**src/rtl/if_pkg.sv**
```systemverilog
`default_nettype none
// +----------------------------------------------------------------------+
// | if_pkg : shared types and defaults for the instruction-fetch stage    |
// | Revision: 1.0                                                         |
// +----------------------------------------------------------------------+
package if_pkg;

  localparam int XLEN_DEF    = 32;
  localparam int ILEN_DEF    = 32;
  localparam int PC_STEP_DEF = 4;

  // addi x0, x0, 0
  localparam logic [31:0] NOP_INSTR = 32'h0000_0013;

  typedef enum logic [2:0] {
    IDLE = 3'd0,
    REQ  = 3'd1,
    WAIT = 3'd2,
    HOLD = 3'd3,
    DROP = 3'd4
  } if_state_e;

endpackage : if_pkg
`default_nettype wire

```
**src/rtl/if_instr_hold.sv**
```systemverilog
`default_nettype none
// +----------------------------------------------------------------------+
// | if_instr_hold : instruction / pc holding register with load and clear |
// | Revision: 1.0                                                         |
// +----------------------------------------------------------------------+
module if_instr_hold
  import if_pkg::*;
#(
  parameter int XLEN = XLEN_DEF,
  parameter int ILEN = ILEN_DEF
) (
  input  logic            clk,
  input  logic            rst,
  input  logic            load,
  input  logic            clear,
  input  logic [ILEN-1:0] instr_in,
  input  logic [XLEN-1:0] pc_in,
  output logic [ILEN-1:0] instr_out,
  output logic [XLEN-1:0] pc_out
);

  logic [ILEN-1:0] instr_q, instr_d;
  logic [XLEN-1:0] pc_q, pc_d;

  always_comb begin
    instr_d = instr_q;
    pc_d    = pc_q;
    if (clear) begin
      instr_d = '0;
      pc_d    = '0;
    end else if (load) begin
      instr_d = instr_in;
      pc_d    = pc_in;
    end
  end

  always_ff @(posedge clk) begin
    if (rst) begin
      instr_q <= '0;
      pc_q    <= '0;
    end else begin
      instr_q <= instr_d;
      pc_q    <= pc_d;
    end
  end

  assign instr_out = instr_q;
  assign pc_out    = pc_q;

endmodule : if_instr_hold
`default_nettype wire

```
**src/rtl/if_fetch.sv**
```systemverilog
`default_nettype none
// +----------------------------------------------------------------------+
// | if_fetch : single-outstanding instruction fetch front end             |
// | Optional IF_BYPASS_EN presents rvalid data to decode in the same cycle|
// | Revision: 1.0                                                         |
// +----------------------------------------------------------------------+
module if_fetch
  import if_pkg::*;
#(
  parameter int XLEN    = XLEN_DEF,
  parameter int ILEN    = ILEN_DEF,
  parameter int PC_STEP = PC_STEP_DEF
) (
  input  logic            clk,
  input  logic            rst,
  input  logic [XLEN-1:0] pc,
  output logic [XLEN-1:0] pc_next,
  output logic            imem_req,
  output logic [XLEN-1:0] imem_addr,
  input  logic            imem_gnt,
  input  logic            imem_rvalid,
  input  logic [ILEN-1:0] imem_rdata,
  input  logic            redirect_valid,
  input  logic [XLEN-1:0] redirect_pc,
  output logic            instr_valid,
  input  logic            instr_ready,
  output logic [ILEN-1:0] instr,
  output logic [XLEN-1:0] instr_pc
);

  if_state_e       state_q, state_d;
  logic            hold_load;
  logic            hold_clear;
  logic            accept;
  logic            byp_valid;
  logic [XLEN-1:0] redirect_tgt;
  logic [ILEN-1:0] held_instr;
  logic [XLEN-1:0] held_pc;

  assign imem_addr    = pc;
  assign redirect_tgt = {redirect_pc[XLEN-1:2], 2'b00};

`ifdef IF_BYPASS_EN
  assign byp_valid = (state_q == WAIT) & imem_rvalid & ~redirect_valid & ~rst;
`else
  assign byp_valid = 1'b0;
`endif

  always_comb begin
    state_d     = state_q;
    imem_req    = 1'b0;
    instr_valid = 1'b0;
    hold_load   = 1'b0;
    hold_clear  = 1'b0;
    accept      = 1'b0;
    pc_next     = pc;
    instr       = held_instr;
    instr_pc    = held_pc;

    case (state_q)
      IDLE: state_d = REQ;
      REQ: begin
        imem_req = 1'b1;
        // a redirect racing the grant leaves a response that must be dropped
        if (imem_gnt) state_d = redirect_valid ? DROP : WAIT;
      end
      WAIT: begin
        if (imem_rvalid) begin
          if (redirect_valid) begin
            state_d = REQ;
          end else if (byp_valid && instr_ready) begin
            state_d = REQ;
          end else begin
            hold_load = 1'b1;
            state_d   = HOLD;
          end
        end else if (redirect_valid) begin
          state_d = DROP;
        end
      end
      HOLD: begin
        instr_valid = 1'b1;
        if (redirect_valid) begin
          hold_clear = 1'b1;
          state_d    = REQ;
        end else if (instr_ready) begin
          state_d = REQ;
        end
      end
      DROP: if (imem_rvalid) state_d = REQ;
      default: state_d = IDLE;
    endcase

    instr_valid = instr_valid | byp_valid;
    if (byp_valid) begin
      instr    = imem_rdata;
      instr_pc = pc;
    end
    accept = instr_valid & instr_ready & ~redirect_valid;

    if (redirect_valid)  pc_next = redirect_tgt;
    else if (accept)     pc_next = pc + XLEN'(PC_STEP);

    if (rst) begin
      imem_req    = 1'b0;
      instr_valid = 1'b0;
      hold_load   = 1'b0;
      hold_clear  = 1'b0;
      instr       = '0;
      instr_pc    = '0;
      pc_next     = pc;
    end
  end

  always_ff @(posedge clk) begin
    if (rst) state_q <= IDLE;
    else     state_q <= state_d;
  end

  if_instr_hold #(
    .XLEN (XLEN),
    .ILEN (ILEN)
  ) u_hold (
    .clk       (clk),
    .rst       (rst),
    .load      (hold_load),
    .clear     (hold_clear),
    .instr_in  (imem_rdata),
    .pc_in     (pc),
    .instr_out (held_instr),
    .pc_out    (held_pc)
  );

endmodule : if_fetch
`default_nettype wire

```
**config.mk**
```make
export PLATFORM = sky130hd
export DESIGN_NAME = if_fetch
export DESIGN_NICKNAME = d
export VERILOG_FILES = /design/src/rtl/if_pkg.sv /design/src/rtl/if_instr_hold.sv /design/src/rtl/if_fetch.sv
export SDC_FILE = /design/constraint.sdc
export NUM_CORES = 1
export LEC_CHECK = 0
export BUFFER_PORTS_ARGS = -buffer_cell sky130_fd_sc_hd__buf_2
export CAP_MARGIN = 30
export CORE_MARGIN = 3
export CORE_UTILIZATION = 30
export DETAILED_ROUTE_END_ITERATION = 10
export PLACE_DENSITY = 0.67
export SETUP_SLACK_MARGIN = 0.02
export SLEW_MARGIN = 20
export SYNTH_ARGS = -nofsm -noshare
export SYNTH_HDL_FRONTEND = slang
export SYNTH_SLANG_ARGS = --single-unit
```
**constraint.sdc**
```tcl
create_clock -name clk -period 2.1 [get_ports clk]
set_input_delay 0.21 -clock clk [delete_from_list [all_inputs] [get_ports clk]]
set_output_delay 0.21 -clock clk [all_outputs]
set_load 0.1 [all_outputs]
```
==> results <==
- Clock-pin slew was measured on the worst setup and hold paths at approximately 0.06 ns.
- During I/O placement, the number of pins put on the boundary was 232.
- The measured slew at the worst slew-check pin is approximately 0.50 ns.
- The via count of the first global-routing pass was 4743.
- The critical path capture point type is an output pin.
- The tree built by TritonCTS fans out to 67 sinks.
- The cell count of the worst hold path is 3.
- Synthesis instantiated 52 different standard cells from the library.
- The maximum clock insertion buffer count is 2.
- The final count of hold timing violations is 0.
- In the final layout, the share of cells above drive strength 1 is 0.4930.
- The cell area after synthesis is 4469 µm².
- Summed over all nets, the half-perimeter wirelength after detailed placement is ~12000 µm.
- Of the total power, the share spent switching nets is 0.3543.
- The maximum achievable frequency is 453.8 MHz.
- In this run the worst path has a maximum fanout of 5.
- The tightest min-delay check is of the input pin to flip-flop type.
- The total placed cells including tap cells is approximately 1000.
- For this run, the post-layout net count is ~960.
- For the final routed database, the setup TNS stands at -1.047 ns.
- The finished layout holds 1041 standard cells, fillers aside.
- The die is 128.1 µm wide.
- Yosys printed 0 warnings.
- The per-cell via count in the routed design is 4.947.
- Once layout is done, the placed cells without fillers occupy 7183 µm².
- For the worst flop-to-flop path, the logic depth is 8.
- Wires add up to ~17000 µm.
- The final routed DRC violation total is 0.
- Setup repair after global routing could not meet its margin everywhere.
- The synthesized netlist cell count is about 640.
- The critical path is of the flip-flop to output pin type.
- From bottom edge to top edge, the die measures 128.1 µm.
- The final antenna-violating net count is 0.
- The setup-violating endpoint count in the final report is 17.
- The critical path required time is roughly 1.9 ns.
- From synthesis to final layout, the design area changed by 60.72%.
- Of the available clock period, the critical path in the final layout requires 1.049.
- The H-tree depth reported by CTS is 3.
- STA classifies the critical path startpoint as a flip-flop.
- In the synthesized netlist the dominant register cell turns out to be sky130_fd_sc_hd__dfxtp_1.
- Once placement finished, the instance area stood at 6588 µm².
- The routability congestion estimate from global placement is between 0.8 and 0.9.
- The total number of vias is 5150.
- The total core area is 14200 µm².
- The async set-reset flop share out of synthesis is 0.
- In this run, CTS created clock tree buffers numbering 9.
- Counting flops with a built-in enable in the synthesized netlist gives 0.
- The leakage power is 3.085 nW.
- The register area share after synthesis is 0.3001.
- OpenSTA, run right after detailed placement, puts the worst setup slack at between 0.05 and 0.06 ns.
- The synthesized area per cell is roughly 7.0 µm².
- The tree is rooted in a sky130_fd_sc_hd__clkbuf_16.
- The worst supply voltage drop on vdd is approximately 0.00042 V.
- The first global-routing pass estimated around 26000 µm of wire.
- For this configuration, the core starts out at a cell density of 0.3147.
- The number of violations reported at the end of detailed-routing iteration 0 is roughly 220.
- The clock tree from TritonCTS is yes.
- Summed over all nets, the switching power comes to roughly 1.6 mW.
- The checks that failed: negative setup slack.
- The number of antenna violations at the first check in global routing is 1.
- The tightest slew margin relative to the limit is 0.6670.
- The clock network power share is 0.395.
- The max-slew violation count was 0.
- In this run, synthesis produced a sequential element count of 67.
- The number of maximum-capacitance constraint violations is 0.
- The floorplan die area is roughly 16000 µm².
- The hold buffer count at CTS is 0.
- The endpoint identified for the worst register-to-register timing path is u_hold.instr_out[12].
- Total power for the finished layout comes to ~4.6 mW.
- The startpoint of the worst-slack reg-to-reg timing path is state_q[0].
- The endpoint with the worst hold slack is u_hold.instr_out[6].
- The internal power of the cells is between 2 and 3 mW.
- Counting every net in the synthesized netlist gives between 700 and 800.
- The final critical delay including setup and external delays is around 2.2 ns.
- The source-to-sink clock delay at the later pin of the worst-skew pair is between 0.3 and 0.4 ns.
- The flow ran to the end, but the final reports show violations.
- The first detailed-routing pass took 5 iterations.
- The floorplan row count is between 40 and 50.
- The global-route total usage across every layer is 0.1978.
- The internal reg-to-reg setup slack is approximately 0.18 ns.
- Hold is met by 0.1089 ns.
- The setup skew after layout is roughly 0.0057 ns.
- The pin count of the biggest net entering global routing is 65.
- In this run the most critical hold path is launched from imem_rdata[6].
- The count of buffers from port buffering is about 230.
- After detailed routing, the average wire length per cell comes to roughly 16 µm.
- The areal power density over the cells is about 640 nW/µm².
- Of the total power, combinational logic draws 0.325.
- STA puts the critical path data arrival time at around 2 ns.
- The post-layout utilization of the core is 0.5057.
- The share of power burned in registers is 0.280.
- The total overflow left after global routing is 0.
- Setup slack on the critical path of the routed design comes to -0.1038 ns.
per-layer routing:
metal | vias to the layer above | share of wire | global-route usage
met4 | 0 | 0.025 | 0.06367
li1 | 2583 | - | -
met3 | 25 | 0.082 | 0.05958
met1 | 2344 | 0.41 | 0.2520
met5 | - | 0 | 0
met2 | 198 | 0.48 | 0.3204
flip-flops by register name, indices dropped and copies added, names as in the netlist:
register          count
state_q               3
u_hold.pc_out        32
u_hold.instr_out     32
synth_stat cells (3+ instances only):
cell | instances | area (µm²)
sky130_fd_sc_hd__nand3b_1 | 4 | 30.03
sky130_fd_sc_hd__nand4b_1 | 3 | 26.28
sky130_fd_sc_hd__nor2b_1 | 81 | 506.7
sky130_fd_sc_hd__nor3b_1 | 4 | 30.03
sky130_fd_sc_hd__o22a_1 | 10 | 87.58
sky130_fd_sc_hd__dfxtp_1 | 67 | 1341
sky130_fd_sc_hd__nand4_1 | 7 | 43.79
sky130_fd_sc_hd__a311oi_1 | 3 | 26.28
sky130_fd_sc_hd__o21ai_0 | 10 | 50.05
sky130_fd_sc_hd__nor3_1 | 14 | 70.07
sky130_fd_sc_hd__clkbuf_1 | 32 | 120.1
sky130_fd_sc_hd__o22ai_1 | 3 | 18.77
sky130_fd_sc_hd__nand2_1 | 152 | 570.6
sky130_fd_sc_hd__and4_1 | 4 | 35.03
sky130_fd_sc_hd__buf_4 | 32 | 240.2
sky130_fd_sc_hd__nor2_1 | 25 | 93.84
sky130_fd_sc_hd__nand3_1 | 7 | 35.03
sky130_fd_sc_hd__a21oi_1 | 89 | 445.4
sky130_fd_sc_hd__mux2i_1 | 10 | 100.1
sky130_fd_sc_hd__a32oi_1 | 6 | 52.55
sky130_fd_sc_hd__and3_1 | 9 | 56.30
sky130_fd_sc_hd__buf_2 | 12 | 60.06
sky130_fd_sc_hd__inv_1 | 10 | 37.54
sky130_fd_sc_hd__a22oi_1 | 6 | 45.04
power groups by stage:
stage	clock network, mW	logic, mW	registers, mW
6_report	1.81	1.49	1.29
5_1_grt	1.92	1.56	1.29
4_1_cts	1.86	1.48	1.29
3_5_place_dp	0	1.46	1.31
3_3_place_gp	0	1.45	1.31
2_1_floorplan	0	0.997	1.31
layout make-up:
type / instances / area [µm²]
flip-flops and latches: 67 / 1348
diodes: 1 / 2.502
clock inverters: 5 / 106.4
clock buffers: 11 / 252.7
multi-input cells: 482 / 3148
repair buffers: 284 / 2059
inverters: 11 / 41.29
well taps: 180 / 225.2
fillers: 1415 / 7020
logic make-up (layout without fill, tap and decap cells):
logic type / Yosys count / after routing / share of synthesized area
AO/OA/AOI/OAI: 138 / 138 / 0.1820
adder cells (fa/ha/maj): 1 / 1 / 0.002799
buffers and inverters: 90 / 311 / 0.1075
flip-flops: 67 / 67 / 0.3001
multiplexers: 10 / 10 / 0.02240
other: 0 / 1 / 0
AND/OR/NAND/NOR: 333 / 333 / 0.3852
worst max-delay path, stage by stage, from the launching register on:
cell	delay [ns]
sky130_fd_sc_hd__dfxtp_2	0.32
sky130_fd_sc_hd__nand3b_4	0.19
sky130_fd_sc_hd__nor4_4	0.18
sky130_fd_sc_hd__buf_4	0.18
sky130_fd_sc_hd__nand4_4	0.14
sky130_fd_sc_hd__nor2_4	0.18
sky130_fd_sc_hd__mux2i_4	0.27
sky130_fd_sc_hd__buf_12	0.20
how the worst max path moves through the flow:
| stage | startpoint | endpoint | slack (ns) | depth (start not counted) |
|---|---|---|---|---|
| final | state_q[2] | pc_next[26] | -0.10 | 7 |
| after floorplan | pc[13] | pc_next[20] | -0.47 | 5 |
| after global routing | state_q[2] | pc_next[14] | -0.23 | 8 |
| after detailed placement | pc[2] | pc_next[12] | 0.05 | 8 |
| after CTS | state_q[2] | pc_next[24] | -0.12 | 7 |
| after global placement | pc[16] | pc_next[26] | 0.08 | 8 |
cell usage in the layout (no fill, tap or decap), types with 3 or more instances in the layout:
| cell type | count |
|---|---|
| sky130_fd_sc_hd__inv_1 | 10 |
| sky130_fd_sc_hd__mux2i_4 | 4 |
| sky130_fd_sc_hd__and3_4 | 3 |
| sky130_fd_sc_hd__nor2b_1 | 15 |
| sky130_fd_sc_hd__mux2i_1 | 6 |
| sky130_fd_sc_hd__nand4_1 | 7 |
| sky130_fd_sc_hd__bufinv_16 | 3 |
| sky130_fd_sc_hd__nor2_2 | 3 |
| sky130_fd_sc_hd__o22a_2 | 8 |
| sky130_fd_sc_hd__dfxtp_1 | 64 |
| sky130_fd_sc_hd__nand3b_1 | 4 |
| sky130_fd_sc_hd__nor4_4 | 3 |
| sky130_fd_sc_hd__nor2_1 | 20 |
| sky130_fd_sc_hd__o22a_1 | 3 |
| sky130_fd_sc_hd__buf_2 | 198 |
| sky130_fd_sc_hd__o21ai_4 | 3 |
| sky130_fd_sc_hd__nand2_1 | 150 |
| sky130_fd_sc_hd__nand4b_1 | 3 |
| sky130_fd_sc_hd__a21oi_1 | 86 |
| sky130_fd_sc_hd__o22ai_1 | 3 |
| sky130_fd_sc_hd__and3_1 | 6 |
| sky130_fd_sc_hd__nand3_1 | 3 |
| sky130_fd_sc_hd__nor3b_2 | 3 |
| sky130_fd_sc_hd__a22oi_1 | 6 |
| sky130_fd_sc_hd__a32oi_1 | 6 |
| sky130_fd_sc_hd__buf_6 | 6 |
| sky130_fd_sc_hd__and4_1 | 3 |
| sky130_fd_sc_hd__nor2b_2 | 66 |
| sky130_fd_sc_hd__clkbuf_16 | 9 |
| sky130_fd_sc_hd__buf_4 | 48 |
| sky130_fd_sc_hd__buf_12 | 32 |
| sky130_fd_sc_hd__nor3_1 | 12 |
| sky130_fd_sc_hd__o21ai_0 | 6 |
repair_timing:
item / 4_1_cts / 5_1_grt
endpoints found under the setup margin: 23 / 26
buffers inserted: 7 / 6
pin swaps: 11 / 11
gates resized for setup: 21 / 14
cloned: 0 / 0
Power figures use the tool's default switching activity.
